$ cat config.mk
export PLATFORM = sky130hd
export DESIGN_NAME = tdc_readout_flat
export DESIGN_NICKNAME = d
export VERILOG_FILES = /design/src/rtl/tdc_pkg.sv /design/src/rtl/tdc_readout_if.sv /design/src/rtl/tdc_readout_uart_tx.sv /design/src/rtl/tdc_readout.sv /design/src/flat_wrapper.sv
export SDC_FILE = /design/constraint.sdc
export NUM_CORES = 1
export LEC_CHECK = 0
export ABC_AREA = 1
export CAP_MARGIN = 20
export CORE_ASPECT_RATIO = 0.7
export CORE_UTILIZATION = 55
export CTS_CLUSTER_DIAMETER = 30
export DETAILED_ROUTE_END_ITERATION = 10
export HOLD_SLACK_MARGIN = 0.06
export PLACE_DENSITY = 0.79
export SYNTH_ARGS = -nofsm -noshare
export SYNTH_HDL_FRONTEND = slang
export SYNTH_SLANG_ARGS = --single-unit
$ cat constraint.sdc
create_clock -name clk -period 9.35 [get_ports clk]
set_input_delay 0.935 -clock clk [delete_from_list [all_inputs] [get_ports clk]]
set_output_delay 0.935 -clock clk [all_outputs]
set_load 0.02 [all_outputs]
$ cat src/rtl/tdc_pkg.sv
// Shared types, constants and encoding helpers for the TDC readout path.
package tdc_pkg;

  typedef enum logic [2:0] {
    IDLE,
    CAPTURE,
    START,
    DATA,
    STOP
  } readout_state_t;

  localparam int UART_FRAME_BITS      = 10;
  localparam int DEFAULT_CLKS_PER_BIT = 868;
  localparam int MAX_STAGES           = 127;

  function automatic logic [6:0] popcount(
    input logic [MAX_STAGES-1:0] v
  );
    logic [6:0] cnt;
    cnt = '0;
    for (int i = 0; i < MAX_STAGES; i++) begin
      cnt = cnt + 7'(v[i]);
    end
    return cnt;
  endfunction

  // Valid codes are 2^k-1, so adding one never overlaps a set bit.
  function automatic logic is_thermometer(
    input logic [MAX_STAGES-1:0] v
  );
    return (v & (v + MAX_STAGES'(1))) == '0;
  endfunction

endpackage

$ cat src/rtl/tdc_readout_if.sv
// Host-facing bundle of the TDC readout block.
interface tdc_readout_if #(
  parameter int NUM_STAGES = 10
);
  logic [NUM_STAGES-1:0] stage_delays;
  logic                  sample_req;
  logic                  uart_tx;
  logic                  busy;
  logic [7:0]            result;
  logic                  result_valid;
  logic                  overrun;

  modport master (
    output stage_delays, sample_req,
    input  uart_tx, busy, result,
    input  result_valid, overrun
  );

  modport slave (
    input  stage_delays, sample_req,
    output uart_tx, busy, result,
    output result_valid, overrun
  );
endinterface

$ cat src/rtl/tdc_readout_uart_tx.sv
// 8N1 serializer: start bit, eight data bits LSB first, stop bit.
module tdc_uart_tx
  import tdc_pkg::*;
#(
  parameter int CLKS_PER_BIT = DEFAULT_CLKS_PER_BIT
) (
  input  logic       clk,
  input  logic       reset_n,
  input  logic       start_i,
  input  logic [7:0] data_i,
  output logic       tx_o,
  output logic       busy_o
);

  localparam int BW = $clog2(CLKS_PER_BIT);

  readout_state_t state_q, state_d;
  logic [BW-1:0]  baud_q, baud_d;
  logic [2:0]     bit_q, bit_d;
  logic [7:0]     data_q, data_d;
  logic           tx_q, tx_d;
  logic           wrap;

  assign wrap   = baud_q == BW'(CLKS_PER_BIT - 1);
  assign tx_o   = tx_q;
  assign busy_o = state_q != IDLE;

  always_ff @(posedge clk) begin
    if (!reset_n) begin
      state_q <= IDLE;
      baud_q  <= '0;
      bit_q   <= '0;
      data_q  <= '0;
      tx_q    <= 1'b1;
    end else begin
      state_q <= state_d;
      baud_q  <= baud_d;
      bit_q   <= bit_d;
      data_q  <= data_d;
      tx_q    <= tx_d;
    end
  end

  always_comb begin
    state_d = state_q;
    baud_d  = wrap ? '0 : baud_q + BW'(1);
    bit_d   = bit_q;
    data_d  = data_q;
    tx_d    = tx_q;
    unique case (state_q)
      IDLE: begin
        baud_d = '0;
        bit_d  = '0;
        tx_d   = 1'b1;
        if (start_i) begin
          data_d  = data_i;
          tx_d    = 1'b0;
          state_d = START;
        end
      end
      START: begin
        if (wrap) begin
          tx_d    = data_q[0];
          state_d = DATA;
        end
      end
      DATA: begin
        if (wrap) begin
          if (bit_q == 3'd7) begin
            tx_d    = 1'b1;
            state_d = STOP;
          end else begin
            bit_d = bit_q + 3'd1;
            tx_d  = data_q[bit_q + 3'd1];
          end
        end
      end
      STOP: begin
        if (wrap) state_d = IDLE;
      end
      default: state_d = IDLE;
    endcase
  end

endmodule

$ cat src/rtl/tdc_readout.sv
// Captures a TDC thermometer snapshot, encodes it and ships it over UART.
module tdc_readout
  import tdc_pkg::*;
#(
  parameter int NUM_STAGES   = 10,
  parameter int CLKS_PER_BIT = DEFAULT_CLKS_PER_BIT
) (
  input logic          clk,
  input logic          reset_n,
  tdc_readout_if.slave bus
);

  readout_state_t        state_q, state_d;
  logic [NUM_STAGES-1:0] cap_q, cap_d;
  logic [7:0]            result_q, result_d;
  logic                  valid_q, valid_d;
  logic                  ovr_q, ovr_d;
  logic                  start;
  logic                  tx_busy;
  logic [7:0]            enc;
  logic [MAX_STAGES-1:0] cap_pad;

  assign cap_pad = MAX_STAGES'(cap_q);
  assign enc     = {~is_thermometer(cap_pad),
                    popcount(cap_pad)};

  always_ff @(posedge clk) begin
    if (!reset_n) begin
      state_q  <= IDLE;
      cap_q    <= '0;
      result_q <= '0;
      valid_q  <= 1'b0;
      ovr_q    <= 1'b0;
    end else begin
      state_q  <= state_d;
      cap_q    <= cap_d;
      result_q <= result_d;
      valid_q  <= valid_d;
      ovr_q    <= ovr_d;
    end
  end

  // The serializer's busy stands in for the START/DATA/STOP states.
  always_comb begin
    state_d  = state_q;
    cap_d    = cap_q;
    result_d = result_q;
    valid_d  = 1'b0;
    start    = 1'b0;
    ovr_d    = bus.sample_req &&
               (state_q != IDLE || tx_busy);
    unique case (state_q)
      IDLE: begin
        if (bus.sample_req && !tx_busy) begin
          cap_d   = bus.stage_delays;
          state_d = CAPTURE;
        end
      end
      CAPTURE: begin
        result_d = enc;
        valid_d  = 1'b1;
        start    = 1'b1;
        state_d  = IDLE;
      end
      default: state_d = IDLE;
    endcase
  end

  tdc_uart_tx #(
    .CLKS_PER_BIT(CLKS_PER_BIT)
  ) u_tx (
    .clk    (clk),
    .reset_n(reset_n),
    .start_i(start),
    .data_i (enc),
    .tx_o   (bus.uart_tx),
    .busy_o (tx_busy)
  );

  assign bus.busy         = (state_q != IDLE) | tx_busy;
  assign bus.result       = result_q;
  assign bus.result_valid = valid_q;
  assign bus.overrun      = ovr_q;

endmodule

$ cat src/flat_wrapper.sv
// flat-port wrapper written by rule: the top's interface ports become plain ports
module tdc_readout_flat import tdc_pkg::*;
#(
  parameter int NUM_STAGES   = 10,
  parameter int CLKS_PER_BIT = DEFAULT_CLKS_PER_BIT
)
  (clk, reset_n, bus_stage_delays, bus_sample_req, bus_uart_tx, bus_busy, bus_result, bus_result_valid, bus_overrun);
  tdc_readout_if #(.NUM_STAGES(NUM_STAGES)) bus_i ();
  input logic clk;
  input logic reset_n;
  input wire logic [$bits(bus_i.stage_delays)-1:0] bus_stage_delays;
  input wire logic [$bits(bus_i.sample_req)-1:0] bus_sample_req;
  output wire logic [$bits(bus_i.uart_tx)-1:0] bus_uart_tx;
  output wire logic [$bits(bus_i.busy)-1:0] bus_busy;
  output wire logic [$bits(bus_i.result)-1:0] bus_result;
  output wire logic [$bits(bus_i.result_valid)-1:0] bus_result_valid;
  output wire logic [$bits(bus_i.overrun)-1:0] bus_overrun;
  assign bus_i.stage_delays = bus_stage_delays;
  assign bus_i.sample_req = bus_sample_req;
  assign bus_uart_tx = bus_i.uart_tx;
  assign bus_busy = bus_i.busy;
  assign bus_result = bus_i.result;
  assign bus_result_valid = bus_i.result_valid;
  assign bus_overrun = bus_i.overrun;
  tdc_readout #(.NUM_STAGES(NUM_STAGES), .CLKS_PER_BIT(CLKS_PER_BIT)) u_core (.clk(clk), .reset_n(reset_n), .bus(bus_i));
endmodule
==> results by stage <==
Status:
- The flow ran to the end, and the final reports show no timing, DRC or antenna violations.

Final layout:
- The proportion of layout cells with a drive suffix above 1 is 9.28%.
- The number of antenna repair diodes is 0.
- The final net count is 318.
- The filler cells instantiated in the layout total 314.
- Relative to the synthesized area, the layout overhead comes to 15.4%.
- Once layout is complete, the cells apart from fillers number 341.

STA:
- The clock tree skew after final layout is 0.00629 ns.
- Measured against its own limit, the worst slew margin works out to 43.7%.
- On the final layout, the worst hold slack is 0.460 ns.
- Based on the critical path, the design can be clocked at up to 281 MHz.
- The final number of max-transition violations was 0.
- The final setup violation count is 0.
- The minimum clock period after layout is 3.55 ns.
- Of the available clock period, the critical path in the final layout requires 38.0%.
- Setup total negative slack on the finished layout was measured at 0 ns.
- The transition time at the pin with the least slew margin is 0.842 ns.
- Setup slack on the critical path of the routed design comes to 5.80 ns.
- Setup repair after global routing left no endpoint under its margin.
- The total count of hold-check failures in the final report is 0.

Floorplan:
- The number of primary I/O pins is 25.
- The chip width is 75.2 um.
- The die outline area is 0.00400 sq mm.
- The floorplan step defined a core boundary enclosing 0.00356 sq mm.
- In this run the vertical extent of the chip is 53.2 um.
- The number of cell rows is 18.
- Once the floorplan was initialized, standard cells occupied 57.9% of the core.

Logic synthesis:
- The flip-flop and latch count after synthesis is 40.
- The most used flip-flop cell after synthesis is sky130_fd_sc_hd__dfxtp_1.
- The post-synthesis compound-gate area fraction is 12.4%.
- The largest total area in the synthesized netlist belongs to sky130_fd_sc_hd__dfxtp_1.
- The fraction of synthesized cell area taken by the top area cell type is 38.8%.
- After Yosys synthesis, full adders, half adders and majority gates account for 11.3% of the synthesized area.
- The combinational family with the most area after synthesis is simple AND/OR/NAND/NOR gates.
- The commonest cells after synthesis are 47 x sky130_fd_sc_hd__nand2_1, 42 x sky130_fd_sc_hd__inv_1, 40 x sky130_fd_sc_hd__dfxtp_1, 25 x sky130_fd_sc_hd__a21oi_1, 20 x sky130_fd_sc_hd__o21ai_0.
- The Yosys step of the flow raised 0 warnings.
- Of the post-synthesis cell area, the part taken by muxes is 0%.
- The async set-or-reset flop fraction in the synthesized netlist is 0%.
- The share of the Yosys chip area taken by registers is 38.8%.
- The mean area per synthesized cell is 7.69 sq um.
- The area of the mapped netlist is 0.00206 sq mm.
- The post-synthesis cell type count is 32.
- Of the total synthesized cell area, the portion taken by AND, OR, NAND and NOR gates is 25.7%.
- In the post-synthesis netlist, the cell with the most instances is sky130_fd_sc_hd__nand2_1.
- The gate count after technology mapping is 268.
- The synthesized-area fraction occupied by xor and xnor cells is 0.425%.
- The number of flops mapped to enable cells by yosys is 0.
- By area the synthesized netlist is led by sky130_fd_sc_hd__dfxtp_1 39%, sky130_fd_sc_hd__nand2_1 8.6%, sky130_fd_sc_hd__inv_1 7.6%.

Setup path:
- The worst setup path is launched from a flip-flop.
- Along the worst path, the maximum fanout reaches 3.
- The critical path goes through inv_1 > ha_1 > fa_1 > fa_1 > fa_1 > fa_1 > fa_1 > xor2_1 > o21ai_0.
- For the worst setup path, the data required time is 9.52 ns.
- The signal arrival time at the worst endpoint is 3.73 ns.
- The worst setup path is captured at a flip-flop.
- The start-to-end type of the worst setup path is reg2reg.
- On the worst path, the slowest cell contributes a delay of 0.52 ns.
- The slowest stage of the critical path is the sky130_fd_sc_hd__fa_1 cell.
- The cell that appears most often on the critical path is sky130_fd_sc_hd__fa_1.

Place:
- After legalization and detailed placement, the total HPWL measured 2940 um.
- The number of placed instances, taps included is 333.
- The worst slack after detailed placement is 5.80 ns.
- The routability congestion estimate is 0.837.
- In this run the tool buffered the top-level ports with 21 buffer cells.

Power and ir drop:
- The share of power burned in combinational logic is 45.6%.
- The switching component of the power is 0.261 mW.
- The clock network burns 18.3% of the power.
- The total power per unit cell area is 264 mW/mm^2.
- The leakage power is 1.03 nW.
- The worst voltage drop across the vdd grid is 0.187 mV.
- Net switching is 41.5% of the power.
- Sequential cells burn 36.1% of the power.
- The design internal power is 0.367 mW.

CTS:
- TritonCTS built the clock tree.
- Gates resized during post-CTS repair numbered 0.
- Counting along the longest clock path gives a buffer depth of 2.
- The insertion delay of the later-clocked pin in the worst-skew pair is 0.30 ns.
- The count of H-tree levels built during CTS is 2.
- The post-CTS setup repair buffer count is 0.
- The tree is rooted in a sky130_fd_sc_hd__clkbuf_8.
- Hold repair after CTS inserted 0 buffers.
- The clock-pin transition on the worst setup and hold timing paths is 0.08 ns.
- The tree built by TritonCTS fans out to 40 sinks.
- Clock tree synthesis inserted a total of 5 buffers.

Global route:
- The number of antenna violations at the first check in global routing is 0.
- The total overflow left after global routing is 0.
- The first global-routing pass estimated 6620 um of wire.
- Entering global routing, the biggest net connects 27 pins.
- The number of global-route vias before repair is 1,456.
- The global-route usage over all layers is 23.5%.

Min path:
- The path class of the tightest hold or removal check is reg2reg.

Routing:
- The topmost layer with routed signal wires is met4.
- Before antenna repair, the detailed router went through 4 iterations.
- Once detail routing completed, the nets flagged for antenna violations numbered 0.
- For this run, design rule violations remaining after detail routing come to 0.
- The wire length the detailed router placed on met1 is 2070 um.
- The number of vias per cell after detailed routing is 4.98.
- In the final routed layout, each cell accounts on average for 11.6 um.
- The total detailed-routing wirelength is 3950 um.
- Wire segments on met2 add up to 1590 um in the final route.
- In this run, the number of DRC markers left after iteration 0 of detailed routing was 106.
- The met3 wirelength from detailed routing is 205 um.
- The total via count after detailed routing is 1,699.

Run:
- Across the run, the number of max-cap violations was 0.
[path summary, 6_finish.rpt]
path,slack (ns),endpoint,start,cells after the start
setup / recovery,5.80,u_core.bus.result[2],u_core.cap_q[0],9
hold / removal,0.46,u_core.u_tx.baud_q[0],u_core.u_tx.baud_q[0],1
setup reg to reg,5.80,u_core.bus.result[2],u_core.cap_q[0],9
hold reg to reg,0.46,u_core.u_tx.baud_q[0],u_core.u_tx.baud_q[0],1
[cell usage in the layout (no fill, tap or decap), types with 2 or more instances in the layout]
| cell | count |
|---|---|
| sky130_fd_sc_hd__nor3b_1 | 3 |
| sky130_fd_sc_hd__dfxtp_1 | 40 |
| sky130_fd_sc_hd__inv_2 | 3 |
| sky130_fd_sc_hd__o22ai_1 | 2 |
| sky130_fd_sc_hd__fa_1 | 6 |
| sky130_fd_sc_hd__a21oi_1 | 25 |
| sky130_fd_sc_hd__nand2_1 | 47 |
| sky130_fd_sc_hd__and3_1 | 2 |
| sky130_fd_sc_hd__conb_1 | 3 |
| sky130_fd_sc_hd__nand4_1 | 3 |
| sky130_fd_sc_hd__clkinv_4 | 2 |
| sky130_fd_sc_hd__nand3_1 | 17 |
| sky130_fd_sc_hd__inv_1 | 42 |
| sky130_fd_sc_hd__clkdlybuf4s50_1 | 21 |
| sky130_fd_sc_hd__nor3_1 | 3 |
| sky130_fd_sc_hd__nand3_2 | 4 |
| sky130_fd_sc_hd__o21ai_0 | 20 |
| sky130_fd_sc_hd__clkbuf_8 | 5 |
| sky130_fd_sc_hd__nor2_1 | 16 |
| sky130_fd_sc_hd__clkinv_2 | 2 |
| sky130_fd_sc_hd__nor2_4 | 2 |
| sky130_fd_sc_hd__nor2_2 | 5 |
| sky130_fd_sc_hd__ha_1 | 9 |
| sky130_fd_sc_hd__nand2_2 | 2 |
[metal layers]
layer	track usage, %	vias up
li1	-	898
met4	13.6	0
met1	33.2	743
met2	31.2	51
met3	7.05	7
met5	0	-
[kinds of logic (layout without fill, tap and decap cells)]
logic type,count (synthesis),count (layout)
compound gates,50,50
xor+xnor,1,1
fa+ha+maj,15,15
buf+inv,54,75
flops,40,40
other cells,1,3
simple gates,107,107
[worst max-delay path, delay by kind of cell (launching register included)]
kind                     cells  cell delay, ns
adder cells (fa/ha/maj)      6            2.71
flip-flops                   1            0.36
XOR/XNOR                     1            0.18
AO/OA/AOI/OAI                1            0.11
buffers and inverters        1            0.06
[stage by stage]
step / cell area (sq um) / util [%] / power, mW
2_1_floorplan: 2070 / - / 0.441
3_3_place_gp: 2290 / 64.4 / 0.503
3_5_place_dp: 2290 / 64.4 / 0.516
4_1_cts: 2380 / 66.8 / 0.632
5_1_grt: 2380 / 66.8 / 0.691
6_report: 2380 / 66.8 / 0.628
[cell type report]
| class | instances | area [sq um] | share of cell area, % |
|---|---|---|---|
| tap | 50 | 62.6 | 2.63 |
| inverter | 46 | 178 | 7.47 |
| multi-input combinational | 176 | 1040 | 43.7 |
| clock buffer | 5 | 68.8 | 2.89 |
| sequential | 40 | 801 | 33.7 |
| clock inverter | 3 | 18.8 | 0.789 |
| timing repair buffer | 21 | 210 | 8.84 |
[flip-flops by register name, indices dropped and copies added (netlist names)]
register	count
u_core.cap_q	10
u_core.bus.result	5
u_core.u_tx.tx_o	1
u_core.state_q	1
u_core.bus.overrun	1
u_core.bus.result_valid	1
u_core.u_tx.bit_q	3
u_core.u_tx.data_q	5
u_core.u_tx.baud_q	10
u_core.u_tx.state_q	3
[power by group through the flow]
| stage | logic, mW | clock network, mW | registers (mW) |
|---|---|---|---|
| detailed placement | 0.286 | 0 | 0.229 |
| floorplan | 0.206 | 0 | 0.235 |
| global placement | 0.274 | 0 | 0.229 |
| finish | 0.286 | 0.115 | 0.227 |
| global route | 0.334 | 0.126 | 0.231 |
| CTS | 0.287 | 0.119 | 0.226 |
No activity file was read; power rests on OpenSTA's default activity.
